### src/rtl/rf_scoreboard.sv
// Register-file hazard scoreboard: counts in-flight writes per register from issue to writeback and stalls conflicting issue.
// Optional RF_SCOREBOARD_ZERO_REG_EN treats register 0 as hardwired zero (never tracked, never hazards).
module rf_scoreboard #(
    parameter int NREG = 32,
    parameter int AW   = 5,
    parameter int CW   = 2
) (
    input  logic            clk,
    input  logic            reset,
    input  logic            issue_valid,
    input  logic [5:0]      issue_op,
    input  logic [AW-1:0]   issue_dst,
    input  logic [AW-1:0]   issue_src1,
    input  logic [AW-1:0]   issue_src2,
    input  logic            wb_we,
    input  logic [AW-1:0]   wb_dst,
    output logic            stall,
    output logic            issue_accept,
    output logic [NREG-1:0] pending,
    output logic [AW:0]     inflight,
    output logic            err
);

`ifdef RF_SCOREBOARD_ZERO_REG_EN
    localparam logic ZERO_REG = 1'b1;
`else
    localparam logic ZERO_REG = 1'b0;
`endif

    localparam logic [CW-1:0] CNT_MAX = '1;
    localparam logic [AW:0]   INF_MAX = '1;

    logic [CW-1:0]   cnt_q [NREG];
    logic [CW-1:0]   cnt_d [NREG];
    logic [NREG-1:0] pending_q, pending_d;
    logic [AW:0]     inflight_q, inflight_d;
    logic            err_q, err_d;

    logic writes_rf, is_store, is_nop;
    logic use_src1, use_src2;
    logic src1_haz, src2_haz, src_haz, sat_haz, cap_haz;
    logic dst_tracked, wb_tracked;
    logic inc_any, dec_any;

    // Opcode classes shared with the writeback-enable decode.
    always_comb begin
        writes_rf = (issue_op == 6'd1) || (issue_op == 6'd2) ||
                    ((issue_op >= 6'd4) && (issue_op <= 6'd20));
        is_store  = (issue_op == 6'd3);
        is_nop    = (issue_op == 6'd0);
        use_src1  = ~is_nop;
        use_src2  = writes_rf | is_store;
    end

    always_comb begin
        src1_haz = use_src1 && (cnt_q[issue_src1] != '0) &&
                   !(ZERO_REG && (issue_src1 == '0));
        src2_haz = use_src2 && (cnt_q[issue_src2] != '0) &&
                   !(ZERO_REG && (issue_src2 == '0));
        src_haz  = src1_haz | src2_haz;
        sat_haz  = writes_rf && (cnt_q[issue_dst] == CNT_MAX);
        cap_haz  = writes_rf && (inflight_q == INF_MAX);
        stall        = issue_valid & ~is_nop & (src_haz | sat_haz | cap_haz);
        issue_accept = issue_valid & ~stall;
    end

    // A writeback in the same cycle does not bypass: hazards look only at cnt_q.
    always_comb begin
        dst_tracked = writes_rf && !(ZERO_REG && (issue_dst == '0));
        wb_tracked  = wb_we && !(ZERO_REG && (wb_dst == '0));
        inc_any     = issue_accept & dst_tracked;
        dec_any     = wb_tracked && (cnt_q[wb_dst] != '0);
        err_d       = err_q | (wb_tracked && (cnt_q[wb_dst] == '0));

        for (int i = 0; i < NREG; i++) begin
            cnt_d[i] = cnt_q[i];
            if (inc_any && (issue_dst == AW'(i)) && !(dec_any && (wb_dst == AW'(i))))
                cnt_d[i] = cnt_q[i] + CW'(1);
            else if (dec_any && (wb_dst == AW'(i)) && !(inc_any && (issue_dst == AW'(i))))
                cnt_d[i] = cnt_q[i] - CW'(1);
            pending_d[i] = (cnt_d[i] != '0);
        end

        inflight_d = inflight_q;
        if (inc_any && !dec_any && (inflight_q != INF_MAX))
            inflight_d = inflight_q + 1'b1;
        else if (dec_any && !inc_any && (inflight_q != '0))
            inflight_d = inflight_q - 1'b1;
    end

    always_ff @(posedge clk or posedge reset) begin
        if (reset) begin
            for (int i = 0; i < NREG; i++) cnt_q[i] <= '0;
            pending_q  <= '0;
            inflight_q <= '0;
            err_q      <= 1'b0;
        end else begin
            for (int i = 0; i < NREG; i++) cnt_q[i] <= cnt_d[i];
            pending_q  <= pending_d;
            inflight_q <= inflight_d;
            err_q      <= err_d;
        end
    end

    assign pending  = pending_q;
    assign inflight = inflight_q;
    assign err      = err_q;

endmodule

### config.mk
export PLATFORM = sky130hd
export DESIGN_NAME = rf_scoreboard
export DESIGN_NICKNAME = d
export VERILOG_FILES = /design/src/rtl/rf_scoreboard.sv
export SDC_FILE = /design/constraint.sdc
export NUM_CORES = 1
export LEC_CHECK = 0
export ABC_CLOCK_PERIOD_IN_PS = 3600
export CORE_MARGIN = 2
export CORE_UTILIZATION = 45
export DETAILED_ROUTE_END_ITERATION = 7
export MAX_ROUTING_LAYER = met4
export PLACE_DENSITY = 0.68
export SYNTH_ARGS = -nofsm -noshare
export SYNTH_HDL_FRONTEND = slang
export SYNTH_SLANG_ARGS = --single-unit
### constraint.sdc
create_clock -name clk -period 3.6 [get_ports clk]
set_input_delay 0.36 -clock clk [delete_from_list [all_inputs] [get_ports clk]]
set_output_delay 0.36 -clock clk [all_outputs]
set_load 0.1 [all_outputs]
# Word level (Yosys, flattened, before mapping)
# Index checks and enable logic that the tools add are counted.
# totals
output_inout_bits	41
reg_bits	103
inputBits	30
elab_cells	516
# op_classes
magnitude_cmp	6
n_mux	78
eq_ne	68
addsub	66
n_bitwise	15
reduce_logical	248
# ops
op	count
$eq 5x5->1 const B	32
$mux 2	72
$logic_and 1x1->1	139
$eq 5x4->1 const B	16
$reduce_bool 2->1	36
$logic_not 1->1	66
$add 2x1->2 const B	32
$sub 2x1->2 const B	32
$bmux 2 s5	4
$eq 5x3->1 const B	8
$ge 6x6->1 const B	4
$not 5->6	4
$eq 5x2->1 const B	4
$eq 6x2->1 const B	2
$mux 6	2
$eq 5x1->1 const B	2
$logic_not 5->1	2
$add 6x1->6 const B	1
$eq 6x1->1 const B	1
$eq 6x6->1 const B	1
$ge 6x3->1 const B	1
$le 6x5->1 const B	1
$logic_not 6->1	1
$ne 6x6->1 const B	1
8 further kinds	17

# Longest topological paths before layout
# Gate-level depths: netlist of run 1.
# logic_depth
word_depth	19
mapped_depth	17
ltp_nobuf	15

# Worst setup path after synthesis of run 1
# Ideal clock, no wire load.
# synth_timing
kind	input-to-output
from	input port issue_src2[0]
to	output port issue_accept
path_stages	10
required_ps	3240
setup_slack_ps	-765
arrival_ps	4005
n_path_buf	2
cell_sequence	buf_2 -> nor4_1 -> a2111oi_0 -> a22o_1 -> or3_1 -> o211a_4 -> or2_2 -> buf_2 -> o221a_2 -> nor2b_1
# synth_via
elab_chain_len	12
# synth_rtl
item	line_no	text
from (decl)	14	input logic [AW-1:0] issue_src2,
$not 5->6 (implied by the code)	58	src2_haz = use_src2 && (cnt_q[issue_src2] != '0) &&
$bmux 2 s5	58	
$mux 2 (implied by the code) (2 in series)	58	
$reduce_bool 2->1	58	
$logic_and 1x1->1	58	
$or 1x1->1	60	src_haz = src1_haz | src2_haz;
$or 1x1->1 (2 in series)	63	stall = issue_valid & ~is_nop & (src_haz | sat_haz | cap_haz);
$and 1x1->1	63	
via stall	17	output logic stall,
$not 1->1	64	issue_accept = issue_valid & ~stall;
$and 1x1->1	64	
to (decl)	18	output logic issue_accept,
# The timed path passes the listed nets, and every way through them passes these cells. The select of a mux whose other input is x is not followed.

# Worst setup path after layout of run 1
# layout_timing
from	register cnt_q[45] in the netlist's numbering
to	register inflight_q[5], in the netlist inflight[5]
# layout_via
elab_chain_len	16
word_cells_on_any_way	35
classes_between	1 x eq/ne; 13 x mux; 7 x bitwise; 14 x reduce/logical
# layout_rtl
item	line_no	text
from (decl)	33	logic [CW-1:0] cnt_q [NREG];
$bmux 2 s5 (on tied branches)	56, 58	
$mux 2 (on tied branches) (2 in series)	56, 58	
$reduce_bool 2->1 (on tied branches)	56, 58	
$logic_and 1x1->1 (on tied branches)	56, 58	
$or 1x1->1	60	
$or 1x1->1 (2 in series)	63	
$and 1x1->1	63	
$not 1->1	64	
$and 1x1->1	64	
$and 1x1->1	71	inc_any = issue_accept & dst_tracked;
$logic_not 1->1	87	else if (dec_any && !inc_any && (inflight_q != '0))
$logic_and 1x1->1 (2 in series)	87	
$reduce_bool 2->1 (no source line)	-	
to (signal assigned)	100	inflight_q <= inflight_d;
to (decl)	36	logic [AW:0] inflight_q, inflight_d;
# Parallel ways exist; a longest one is shown, timed or not. The select of a mux whose other input is x is not followed.
# A chain may end at the register's enable or synchronous reset.

==> impl_results.md, run 1 <==
* WL per Instance at 19.7 µm
* Clock Tree Root: clkbuf_16
* CTS buffer count at 9
* Synth Flop Type: dfrtp_1
* Syn_area_per_cell at 9.16 µm²
* Area grow syn2layout at 30.9%
* Comb power frac at 56.3%
* Seq pwr share at 28.8%
* Share of the synthesized area in the top cell type at 35.0%
* Global route overflow at 0
* Nets at 1007
* Crit Path Class: flop to flop
* Initial Util at 46.2%
* Max Freq at 282 MHz
* Multiplexer share of the synthesized area at 8.72%
* Die width at 132 µm
* Final wirelength at 23600 µm
* Design area at 9650 µm²
* GRT Util Overall at 27.4%
* Vias in the first global route at 6685
* Routability cong. at 0.954
* CTS max path bufs at 2
* Antenna violations before repair at 0
* Met3 WL post-DR at 1930 µm
* Worst Tran Pin Value at 982 ps
* Area post-placement at 9140 µm²
* ANT cells at 0
* First-pass GRT wire length at 36400 µm
* Num rows at 46
* Synth Register Bits at 103
* Largest family of logic cells by synthesized area: simple AND/OR/NAND/NOR gates
* Ys Warns at 0
* Maximum number of pins on one net before global-route repair at 59
* Place WS at -438 ps
* CP Max Fanout at 5
* Asr flop ratio synth at 100%
* Power share of the clock group at 14.8%
* Via count at 7221
* HPWL Detailed at 17500 µm
* RSZ-0062 raised after global routing: true
* Sw frac at 49.6%
* Adder-Cell Fraction of Synth Area at 0.950%
* Worst EP required at 3900 ps
* M1 wire length at 10300 µm
* Max VDD drop at 0.508 mV
* Min-Delay Path Class: input port to asynchronous set/reset pin
* Total negative slack at 0 ps
* Boundary Pins at 71
* CTS tree: done
* Clock skew at 12.3 ps
* Post-synth EDFFs at 0
* PortBufs at 70
* P_int at 3.38 mW
* Clk pin slew, worst setup/hold paths at 80 ps
* Setup crit start kind: flop
* Mapped cell area at 7370 µm²
* Met2 Wirelength at 10600 µm
* NetSw at 3.33 mW
* Clock latency at the later pin of the worst-skew pair at 370 ps
* R2R cell count at 16
* Final hold viol count at 0
* Pwr/cell area at 696 nW/µm²
* Die area at 17400 µm²
* Tcrit/Tclk final at 98.6%
* Fin Hold WS at 476 ps
* Final Critical Period at 3550 ps
* # DRC at 0
* Synth area leader: dfrtp_1
* Hold_buf cts at 0
* LEAKAGE at 4.09 nW
* Max-slew headroom at 34.3%
* Synth Area in Compound Gates at 16.9%
* # setup viols final at 0
* CP endpoint kind: flop
* Total power at 6.72 mW
* DRT iter0 DRCs at 649
* Unique cell type count in the Yosys netlist at 84
* Final worst slack at 49.8 ps
* Die Span Y at 132 µm
* Post-synthesis sequential area ratio at 35.0%
* DR vias/cell at 6.05
* Post-Synthesis Cells at 805
* Drt pass-1 iters at 7
* Final Max Slew Viols at 0
* Htree depth at 3
* Placeable Area at 15900 µm²
* Status: finished, final reports clean
* Number of max-cap violations at 0
* Largest cells by area after synthesis: dfrtp_1 (35%), mux4_2 (6.4%), nand2_1 (4.0%)
* Sinks on Clock Net at 103
* Synth Area in Simple Gates at 25.8%
* Highest metal layer with signal wires: met4
* Layout cell share with drive strength beyond 1 at 24.1%
* DRT antenna net count at 0
* Post-synthesis net count at 840
* Crit path DAT at 3850 ps
* Xor/xnor share of the synthesized area at 7.62%
through the flow:
stage,utilization (%),cells
6_report,60.5,1193
5_1_grt,60.5,1193
4_1_cts,59.5,1185
3_5_place_dp,57.3,1168
3_3_place_gp,57.3,1168
2_1_floorplan,-,805
timing repair:
| item | 4_1_cts | 5_1_grt |
|---|---|---|
| gates cloned | 0 | 1 |
| setup endpoints to repair | 3 | 3 |
| pin swaps | 2 | 6 |
| gates resized for setup | 13 | 26 |
| buffers inserted | 1 | 7 |
cell type report:
class | count | area (µm²)
fill | 1369 | 6290
sequential | 103 | 2580
multi-input combinational | 622 | 4530
inverter | 30 | 115
clock buffer | 9 | 225
tap | 216 | 270
clock inverter | 7 | 68.8
timing repair buffer | 206 | 1850
worst max-delay path, stage by stage, from the launching register on:
cell	delay (ps)
dfrtp_2	460
buf_4	170
mux4_2	460
o211ai_1	140
nor2_2	80
a21oi_2	140
nand4_1	260
nor3_4	310
nand2b_4	120
ha_1	290
a21o_1	130
a21oi_2	60
o21bai_1	120
a21oi_1	90
or2_2	310
mux2i_2	170
xor2_1	160
placed cells by master, fill, tap and decap left out, drive strengths merged, types with 10 or more instances in the layout:
master and count:
and2 15, clkdlybuf4s50 62, o211ai 13, nand4 24, inv 34, clkbuf 10, a21o 13, and3 15
xor2 22, a21oi 31, a31oi 13, nand2 78, nand3 58, mux2i 11, mux4 21, nor3 26
nor2 67, xnor2 29, nor2b 11, o21ai 31, nor4 16, dfrtp 103, buf 137
power groups by stage:
stage	registers [mW]	clock network, mW	logic (mW)
floorplan	3.11	0	1.35
global placement	1.92	0	3.64
detailed placement	1.93	0	3.68
CTS	1.92	1.01	3.72
global route	1.99	1.06	3.97
finish	1.94	0.997	3.78
sequential cells by signal, summed over array words and instances (netlist names):
| register | cells |
|---|---|
| cnt_q | 64 |
| err | 1 |
| inflight | 6 |
| pending | 32 |
cells by family (layout without fill, tap and decap cells):
logic type | after synthesis | after routing
AOI/OAI and AO/OA | 174 | 174
adders and majority gates | 5 | 5
xor gates and xnor gates | 56 | 56
DFF | 103 | 103
muxes | 37 | 37
buffers and inverters | 80 | 252
and+or+nand+nor | 350 | 350
cell usage after synthesis, drive strengths merged (21+ instances only):
library cell	count
nor2	67
a21oi	31
clkbuf	24
nand2	78
nand4	24
dfrtp	103
mux4	21
nand3	58
buf	26
xnor2	29
o21ai	31
nor3	26
xor2	22
inv	29
final timing paths:
| check | slack (ps) | end | startpoint |
|---|---|---|---|
| min | 480 | pending[11] | reset |
| max | 50 | inflight[5] | cnt_q[45] |
| min reg2reg | 540 | err | err |
| min in group clk | 540 | err | err |
| max in group asynchronous | 2390 | cnt_q[49] | reset |
| max reg2reg | 50 | inflight[5] | cnt_q[45] |
layer usage:
metal	global-route usage, %	vias to the layer above
met5	-	-
met4	9.30	0
met3	5.65	63
met2	40.2	328
met1	38.0	3516
li1	-	3314
No activity file was read; power rests on OpenSTA's default activity.
==> run 2: changes to the inputs <==
- ABC_AREA: not set -> 1
- PLACE_DENSITY: 0.68 -> 0.67
==> run 2 against run 1 <==
- utilization is 5.4 points lower
- critical path depth is 6 higher
- total power is 1.0% higher
- clock power is 4% higher
- non-clock buffer count is 80 lower
- combinational power hardly changed
- cell count is 53% higher
- sequential power hardly changed
- worst hold slack worse by 54 ps
- critical endpoint unchanged
- clock skew hardly changed
- setup slack better by 220 ps
- highest routed layer unchanged
==> impl_results.md, run 2 <==
* Status: finished, final reports clean
* Synth Area in Compound Gates at 6.17% (-11 points)
* Clock Tree Root: clkbuf_16
* Most frequent cells in the layout: nand2_1 (559), inv_1 (224), nand3_1 (151), nor2_1 (140), dfrtp_1 (103)
* Crit path DAT at 3580 ps (-270 ps)
* Vias in the first global route at 8688 (+30%)
* Post-synth top cells: nand2_1 (562), inv_1 (227), nand3_1 (151), nor2_1 (144), dfrtp_1 (103)
* Clk pin slew, worst setup/hold paths at 80 ps (about the same)
* Antenna violations before repair at 0 (unchanged)
* Critical Path End: inflight[5]
* Worst r2r src: cnt_q[32]
* Xor/xnor share of the synthesized area at 0.801% (-6.8 points)
* # setup viols final at 0 (unchanged)
* Sw frac at 53.4% (+3.7 points)
* Largest family of logic cells by synthesized area: simple AND/OR/NAND/NOR gates
* Largest cells by area after synthesis: dfrtp_1 (29%), nand2_1 (24%), inv_1 (9.7%)
* Ys Warns at 0 (unchanged)
* Most common cell after layout, fill and taps aside: nand2_1
* P_int at 3.17 mW (-6.5%)
* Boundary Pins at 71 (unchanged)
* Place WS at -163 ps (+274 ps)
* Min-Delay Path Class: input port to asynchronous set/reset pin
* Post-Synthesis Cells at 1473 (+83%)
* RSZ-0062 raised after global routing: false
* R2R setup slack at 270 ps (+220 ps)
* Worst EP required at 3860 ps (-40 ps)
* CTS buffer count at 9 (unchanged)
* Routability cong. at 1.06 (+11%)
* Max-slew headroom at 34.0% (-0.35 points)
* R2R cell count at 22 (+6)
* Via count at 9771 (+35%)
* Unique cell type count in the Yosys netlist at 39 (-54%)
* First-pass GRT wire length at 47100 µm (+29%)
* Die area at 20600 µm² (+18%)
* Fin cells at 1828 (+53%)
* # DRC at 0 (unchanged)
* Most frequent cell after synthesis: nand2_1
* WL per Instance at 16.5 µm (-16%)
* Placeable Area at 18900 µm² (+19%)
* CP Launch Point: cnt_q[32]
* Tcrit/Tclk final at 92.4% (-6.2 points)
* Final Max Slew Viols at 0 (unchanged)
* PortBufs at 70 (unchanged)
* Die width at 143 µm (+8.6%)
* Synth Flop Type: dfrtp_1
* Area grow syn2layout at 19.0%
* Initial Util at 46.3% (about the same)
* Seq pwr share at 28.6% (-0.2 points)
* Synth Area in Simple Gates at 49.4% (+24 points)
* Max reg flops at 64 (unchanged)
* Num rows at 50 (+8.7%)
* NetSw at 3.62 mW (+8.6%)
* Post-synth EDFFs at 0 (unchanged)
* Adder-Cell Fraction of Synth Area at 0.801% (-0.15 points)
* Share of the synthesized area in the top cell type at 29.5% (-5.5 points)
* Pwr/cell area at 652 nW/µm² (-6.3%)
* CTS tree: done
* ANT cells at 0 (unchanged)
* Sinks on Clock Net at 103 (unchanged)
* Final wirelength at 30100 µm (+28%)
* Setup crit start kind: flop
* HPWL Detailed at 23200 µm (+32%)
* R2R Path End: inflight[5]
* Synth area leader: dfrtp_1
* Placed instance count at 1807 (+55%)
* Drt pass-1 iters at 6 (-1)
* Multiplexer share of the synthesized area at 0% (-8.7 points)
* LEAKAGE at 5.66 nW (+38%)
* DRT iter0 DRCs at 1077 (+66%)
* Number of max-cap violations at 0 (unchanged)
* Max VDD drop at 0.595 mV (+17%)
* Maximum number of pins on one net before global-route repair at 56 (-5.1%)
* DRT antenna net count at 0 (unchanged)
* Reg with most FFs: cnt_q
* Global route overflow at 0 (unchanged)
* Fillers at 1929 (+41%)
* CP endpoint kind: flop
* Power share of the clock group at 15.4% (+0.6 points)
* GRT Util Overall at 30.7% (+3.3 points)
* Final hold viol count at 0 (unchanged)
* Htree depth at 3 (unchanged)
* Asr flop ratio synth at 100% (unchanged)
* Post-synthesis sequential area ratio at 29.5% (-5.5 points)
* Mapped cell area at 8740 µm² (+19%)
* Comb power frac at 56.1% (-0.2 points)
* Crit Path Class: flop to flop
* DR vias/cell at 5.35 (-12%)
* Max Freq at 301 MHz (+6.7%)
* CTS max path bufs at 2 (unchanged)
* Syn_area_per_cell at 5.94 µm² (-35%)
* Final worst slack at 273 ps (+223 ps)
* Final Critical Period at 3330 ps (-223 ps)
* Clock skew at 12.5 ps (+0.206 ps)
* Post-synthesis net count at 1508 (+80%)
* Nets at 1598 (+59%)
* Layout cell share with drive strength beyond 1 at 7.08% (-17 points)
* CP Max Fanout at 5 (unchanged)
* Total negative slack at 0 ps (unchanged)
* Die Span Y at 143 µm (+8.6%)
* Worst Tran Pin Value at 987 ps (+5.18 ps)
* Clock latency at the later pin of the worst-skew pair at 370 ps (about the same)
* Synth Register Bits at 103 (unchanged)
run 2: what timing repair did:
item,CTS,global route
hold buffers,0,0
endpoints found under the hold margin,0,0
resized for setup,0,21
endpoints found under the setup margin,0,1
buffers inserted,0,3
run 2: cell families after synthesis:
| family | after synthesis |
|---|---|
| buf+inv | 285 |
| xor+xnor | 8 |
| simple gates | 981 |
| fa+ha+maj | 5 |
| compound gates | 91 |
| flops | 103 |
run 2: worst max-delay path: stages (launching register included):
cell and delay [ps]:
dfrtp_1 440, nor2_1 400, o211ai_1 130, nand3_1 90, nand3_1 70, nand3_1 100, nand2_1 120, nand2_1 120
nand3_4 110, a21oi_4 140, nand2_2 70, inv_1 80, nand2_1 140, buf_4 180, ha_1 330, a21oi_1 160
inv_1 50, a21oi_1 120, inv_1 70, nand2_1 80, o21ai_0 100, nand2_1 70, nand2_1 50
run 2: power by group through the flow:
| stage | registers (mW) | clock network, mW | logic (mW) |
|---|---|---|---|
| after floorplan | 3.05 | 0 | 1.54 |
| after global placement | 1.94 | 0 | 3.72 |
| after detailed placement | 1.94 | 0 | 3.75 |
| after CTS | 1.92 | 1.07 | 3.76 |
| after global routing | 1.99 | 1.11 | 4.13 |
| final | 1.94 | 1.04 | 3.81 |
run 2: metrics by stage:
stage          total power [mW]  cell area (µm²)  hold slack [ps]  util (%)
5_1_grt                    7.23            10400              491      55.1
3_5_place_dp               5.69             9980              447      52.8
6_report                   6.79            10400              422      55.1
4_1_cts                    6.75            10300              455      54.4
2_1_floorplan              4.58             8740              481         -
3_3_place_gp               5.66             9980              439      52.8
run 2: worst min path at each step:
stage          start        end  slack [ps]  cells after the start
6_report       reset  cnt_q[47]         420                      2
5_1_grt          err        err         490                      1
3_3_place_gp     err        err         440                      1
4_1_cts        reset  cnt_q[47]         460                      2
3_5_place_dp     err        err         450                      1
2_1_floorplan  wb_we        err         480                      1
run 2: area by class of cell:
type | instances | area (µm²) | area share [%]
Multi-Input combinational cell | 1085 | 5030 | 48.4
Clock buffer | 11 | 243 | 2.33
Timing Repair Buffer | 126 | 1260 | 12.1
Sequential cell | 103 | 2580 | 24.8
Clock inverter | 5 | 63.8 | 0.613
Inverter | 238 | 908 | 8.73
Tap cell | 260 | 325 | 3.12
run 2: layer usage:
metal  global-route usage [%]  routed length, µm  vias up
met5                        -                  0        -
met3                     5.23               2440       81
met4                     12.7               1190        0
met1                     41.0              13200     4437
li1                         -                  -     4821
met2                     46.1              13300      432
